File: src/rtl/mux4_scan_ctrl.sv
// Select sequencer for a 4:1 mux: steps through enabled channels, dwells on each,
// captures y per channel on the last dwell cycle and reports a 4-bit snapshot.
module mux4_scan_ctrl #(
    parameter int DWELL_W = 8
) (
    input  logic               clk,
    input  logic               rst_n,
    input  logic               start,
    input  logic [DWELL_W-1:0] dwell,
    input  logic [3:0]         chan_mask,
    input  logic               y_in,
    output logic               sel0,
    output logic               sel1,
    output logic               busy,
    output logic               done,
    output logic [3:0]         sample,
    output logic               sample_valid
);

    typedef enum logic [1:0] {
        ST_IDLE   = 2'd0,
        ST_SCAN   = 2'd1,
        ST_FINISH = 2'd2
    } state_t;

    state_t             state_q, state_d;
    logic [1:0]         sel_q, sel_d;
    logic [DWELL_W-1:0] cnt_q, cnt_d;
    logic [DWELL_W-1:0] last_q, last_d;
    logic [3:0]         mask_q, mask_d;
    logic [3:0]         sample_q, sample_d;
    logic               valid_q, valid_d;

    logic [3:0]         above_mask;
    logic               has_next;
    logic [1:0]         next_chan;
    logic [1:0]         first_chan;
    logic               dwell_end;

    function automatic logic [1:0] lowest_chan(input logic [3:0] m);
        logic [1:0] idx;
        idx = 2'd0;
        for (int k = 3; k >= 0; k--) begin
            if (m[k]) begin
                idx = 2'(k);
            end
        end
        return idx;
    endfunction

    // Enabled channels strictly above the current select, in the latched mask.
    assign above_mask = mask_q & (4'b1110 << sel_q);
    assign has_next   = |above_mask;
    assign next_chan  = lowest_chan(above_mask);
    assign first_chan = lowest_chan(chan_mask);
    assign dwell_end  = (cnt_q == last_q);

    always_ff @(posedge clk or negedge rst_n) begin
        if (!rst_n) begin
            state_q  <= ST_IDLE;
            sel_q    <= 2'd0;
            cnt_q    <= '0;
            last_q   <= '0;
            mask_q   <= 4'd0;
            sample_q <= 4'd0;
            valid_q  <= 1'b0;
        end else begin
            state_q  <= state_d;
            sel_q    <= sel_d;
            cnt_q    <= cnt_d;
            last_q   <= last_d;
            mask_q   <= mask_d;
            sample_q <= sample_d;
            valid_q  <= valid_d;
        end
    end

    always_comb begin
        state_d = state_q;
        case (state_q)
            ST_IDLE: begin
                if (start) begin
                    state_d = (chan_mask != 4'd0) ? ST_SCAN : ST_FINISH;
                end
            end
            ST_SCAN: begin
                if (dwell_end && !has_next) begin
                    state_d = ST_FINISH;
                end
            end
            ST_FINISH: state_d = ST_IDLE;
            default:   state_d = ST_IDLE;
        endcase
    end

    always_comb begin
        sel_d    = sel_q;
        cnt_d    = cnt_q;
        last_d   = last_q;
        mask_d   = mask_q;
        sample_d = sample_q;
        valid_d  = valid_q;
        case (state_q)
            ST_IDLE: begin
                if (start) begin
                    sample_d = 4'd0;
                    cnt_d    = '0;
                    mask_d   = chan_mask;
                    // Store dwell_eff-1 so a zero dwell behaves as one cycle.
                    last_d   = (dwell == '0) ? '0 : dwell - DWELL_W'(1);
                    if (chan_mask != 4'd0) begin
                        sel_d   = first_chan;
                        valid_d = 1'b0;
                    end else begin
                        valid_d = 1'b1;
                    end
                end
            end
            ST_SCAN: begin
                if (dwell_end) begin
                    sample_d[sel_q] = y_in;
                    cnt_d           = '0;
                    if (has_next) begin
                        sel_d = next_chan;
                    end else begin
                        valid_d = 1'b1;
                    end
                end else begin
                    cnt_d = cnt_q + DWELL_W'(1);
                end
            end
            default: begin
            end
        endcase
    end

    always_comb begin
        busy = (state_q == ST_SCAN);
        done = (state_q == ST_FINISH);
    end

    assign sel0         = sel_q[0];
    assign sel1         = sel_q[1];
    assign sample       = sample_q;
    assign sample_valid = valid_q;

endmodule

File: config.mk
export PLATFORM = sky130hd
export DESIGN_NAME = mux4_scan_ctrl
export DESIGN_NICKNAME = d
export VERILOG_FILES = /design/src/rtl/mux4_scan_ctrl.sv
export SDC_FILE = /design/constraint.sdc
export NUM_CORES = 1
export LEC_CHECK = 0
export BUFFER_PORTS_ARGS = -buffer_cell sky130_fd_sc_hd__buf_2
export CAP_MARGIN = 20
export CELL_PAD_IN_SITES_DETAIL_PLACEMENT = 1
export CELL_PAD_IN_SITES_GLOBAL_PLACEMENT = 2
export CORE_UTILIZATION = 39
export CTS_BUF_LIST = sky130_fd_sc_hd__clkbuf_2
export DETAILED_ROUTE_END_ITERATION = 12
export PLACE_DENSITY_LB_ADDON = 0.1
export SETUP_SLACK_MARGIN = 0.3
export SLEW_MARGIN = 20
export SYNTH_ARGS = -nofsm -noshare
export SYNTH_HDL_FRONTEND = slang
export SYNTH_SLANG_ARGS = --single-unit
export TNS_END_PERCENT = 5
File: constraint.sdc
create_clock -name clk -period 3.3 [get_ports clk]
set_clock_uncertainty 0.15 [all_clocks]
set_input_delay 0.33 -clock clk [delete_from_list [all_inputs] [get_ports clk]]
set_output_delay 0.33 -clock clk [all_outputs]
set_load 0.01 [all_outputs]
==> results.py <==
metrics = {
    "run": {
        "drv_cap": 0,
    },
    "setup_path": {
        "crit_top_cell": "a21oi_1",
        "critical_path_required_ns": 3.47,
        "critical_path_class": "reg2reg",
        "cp_data_arrival_time_ns": 2.31,
        "critPathLaunchType": "flop",
        "max_stage_delay_ns": 0.68,
        "end_kind": "flop",
        "cp_max_fo": 12,
        "cp_cell_sequence": "xor2_1 > nor4_4 > a21oi_1 > a21oi_1 > a31oi_1",
        "worst-r2r-setup-slack_ns": 1.16,
        "slowest_stage": "a21oi_1",
    },
    "sta": {
        "fin_crit_sh_pct": 64.8,
        "hold_viol": 0,
        "finalSetupViolCount": 0,
        "slew_viol_final": 0,
        "fmax_mhz": 467,
        "rsz0062_at_grt": "false",
        "slew_headroom_pct": 42.7,
        "fin_setup_tns_ns": 0,
        "period_minus_slack_ns": 2.14,
        "tightest_slew_ns": 0.859,
    },
    "route": {
        "vias_per_cell": 5.46,
        "vias": 1304,
        "route.detailed.wl_per_inst_um": 15.5,
        "ant_nets": 0,
        "dr.pass1.iters": 4,
        "drt_iter0_drc": 88,
        "routed_wl_mm": 3.71,
        "drc": 0,
    },
    "yosys": {
        "avgSynthCellArea_um2": 9.53,
        "syn_nets": 182,
        "synth-seq-area-share_pct": 45.1,
        "ys_seq_elements": 28,
        "netlist_area_mm2": 0.00155,
        "synth.distinct_cells": 34,
        "yosys_warnings": 0,
        "syn_inst": 163,
    },
    "pwr": {
        "power_density_mw_per_mm2": 794,
        "leakagePower_nw": 0.819,
        "vdd_drop_max_mv": 0.242,
    },
    "floorplanning": {
        "dieArea_mm2": 0.00424,
        "die_y_um": 65.1,
        "io_pins": 25,
        "die_x_um": 65.1,
        "num_rows": 22,
        "core_mm2": 0.00374,
        "initial_core_util_pct": 41.5,
    },
    "clocking": {
        "clock_path_buffers": 2,
        "cts_hold_buf": 4,
        "cts_resized": 0,
        "clock-sinks": 28,
        "clk_pin_slew_ns": 0.26,
        "numCtsBuffers": 3,
        "cts_tree": "done",
        "clock_latency_ns": 0.38,
        "cts_max_level": 1,
        "clockRootBuffer": "clkbuf_2",
        "post-cts-setup-buffers": 0,
    },
    "grt": {
        "grt_max_degree": 29,
        "grt_overflow_total": 0,
        "grt_pass1_vias": 1339,
        "antenna_found_initial": 0,
        "grt_pass1_wl_mm": 6.61,
        "grt_usage_pct": 20.7,
    },
    "placement": {
        "gp_congestion": 0.861,
        "postPlaceCellArea_mm2": 0.00172,
        "hpwl_mm": 2.85,
        "portBuffers": 24,
        "dp_cells": 232,
    },
    "finish": {
        "design_area_mm2": 0.00178,
        "n_antenna_cell": 0,
        "fin_cells": 239,
        "syn_to_final_growth_pct": 14.3,
        "drive_gt1_share_pct": 17.8,
        "fin_nets": 212,
    },
    "outcome": {
        "outcome": "completed",
    },
    "worst_hold_path": {
        "hold_class": "in2reg",
    },
}
-- final timing paths --
check	startpoint	end	cells past startpoint
setup / recovery	cnt_q[4]	cnt_q[3]	5
hold / removal	dwell[6]	last_q[6]	3
setup reg to reg	cnt_q[4]	cnt_q[3]	5
hold reg to reg	last_q[7]	last_q[7]	2
max in group asynchronous	rst_n	mask_q[2]	2
min in group asynchronous	rst_n	cnt_q[4]	2
-- cells by family (layout without fill, tap and decap cells) --
group                    Yosys count  after routing  share of synthesized area [%]
buffers and inverters              8             36                           2.01
flip-flops                        28             28                           45.1
adder cells (fa/ha/maj)            3              3                           2.42
multiplexers                       4              4                           2.66
AND/OR/NAND/NOR                   67             67                           24.4
XOR/XNOR                          16             16                           9.02
AO/OA/AOI/OAI                     37             37                           14.4
-- state kept, by name, indices dropped and copies added (netlist names) --
signal and count:
cnt_q 8, last_q 8, mask_q 3, sample 4, sample_valid 1, sel_q 2, state_q 2
-- worst max-delay path: cells and delay by family (launching register included) --
| kind | cells | cell delay, ns |
|---|---|---|
| xor gates and xnor gates | 1 | 0.28 |
| AOI/OAI and AO/OA | 3 | 1.03 |
| DFF | 1 | 0.51 |
| and+or+nand+nor | 1 | 0.11 |
-- stage by stage --
step	power, mW	util [%]	hold slack [ns]	worst slack (ns)
after CTS	1.43	47.5	0.0405	1.16
after global routing	1.55	47.5	0.0521	0.915
after global placement	1.25	46.0	0.226	1.24
after detailed placement	1.29	46.0	0.247	1.20
after floorplan	1.10	-	-0.116	1.39
final	1.41	47.5	0.0639	1.16
-- layout by cell type, fill, tap and decap left out, drive strengths merged, types with 6 or more instances in the layout --
master  count
nor2        9
buf        24
nand2b      8
nor4        6
dfrtp      28
o21ai      14
a21oi       9
xor2       11
nand2      25
-- layer usage --
metal / track usage (%) / vias up / wire, µm
met3: 2.60 / 4 / 92
met4: 9.78 / 0 / 73
met5: 0 / - / 0
met1: 26.9 / 645 / 1740
li1: - / 632 / -
met2: 34.2 / 23 / 1800
-- where the power goes --
group | leakage, nW | switching, mW | internal (mW)
Combinational | 0.463 | 0.347 | 0.272
Sequential | 0.344 | 0.163 | 0.498
Clock | 0.0125 | 0.105 | 0.0246
Total | 0.819 | 0.616 | 0.794
-- Yosys cell counts (all sizes together) --
library cell	n	area share, %
dfrtp	28	45
nand2	25	6.0
o21ai	14	4.5
xor2	11	6.2
a21oi	9	2.9
nor2	9	2.2
nand2b	8	3.2
nor4	6	4.3
a31oi	5	2.0
and3	5	2.2
inv	5	1.2
xnor2	5	2.8
nor2b	4	1.6
ha	3	2.4
mux2i	3	1.9
nand3	3	1.8
a22o	2	1.1
clkbuf	2	0.48
nand4	2	0.81
nor3	2	0.64
or3b	2	1.1
a211oi	1	0.81
a32oi	1	0.56
buf	1	0.32
mux2	1	0.72
o211ai	1	0.48
o21a	1	0.48
o21bai	1	0.48
o22a	1	0.56
o31ai	1	0.48
or4	1	0.48
-- area by class of cell --
class                           instances  area (µm²)
Tap cell                               48        60.1
Inverter                                5        18.8
Timing Repair Buffer                   28         160
Sequential cell                        28         701
Clock buffer                            3        15.0
Multi-Input combinational cell        127         822
Fill cell                             456        1970
No activity file was read; power rests on OpenSTA's default activity.
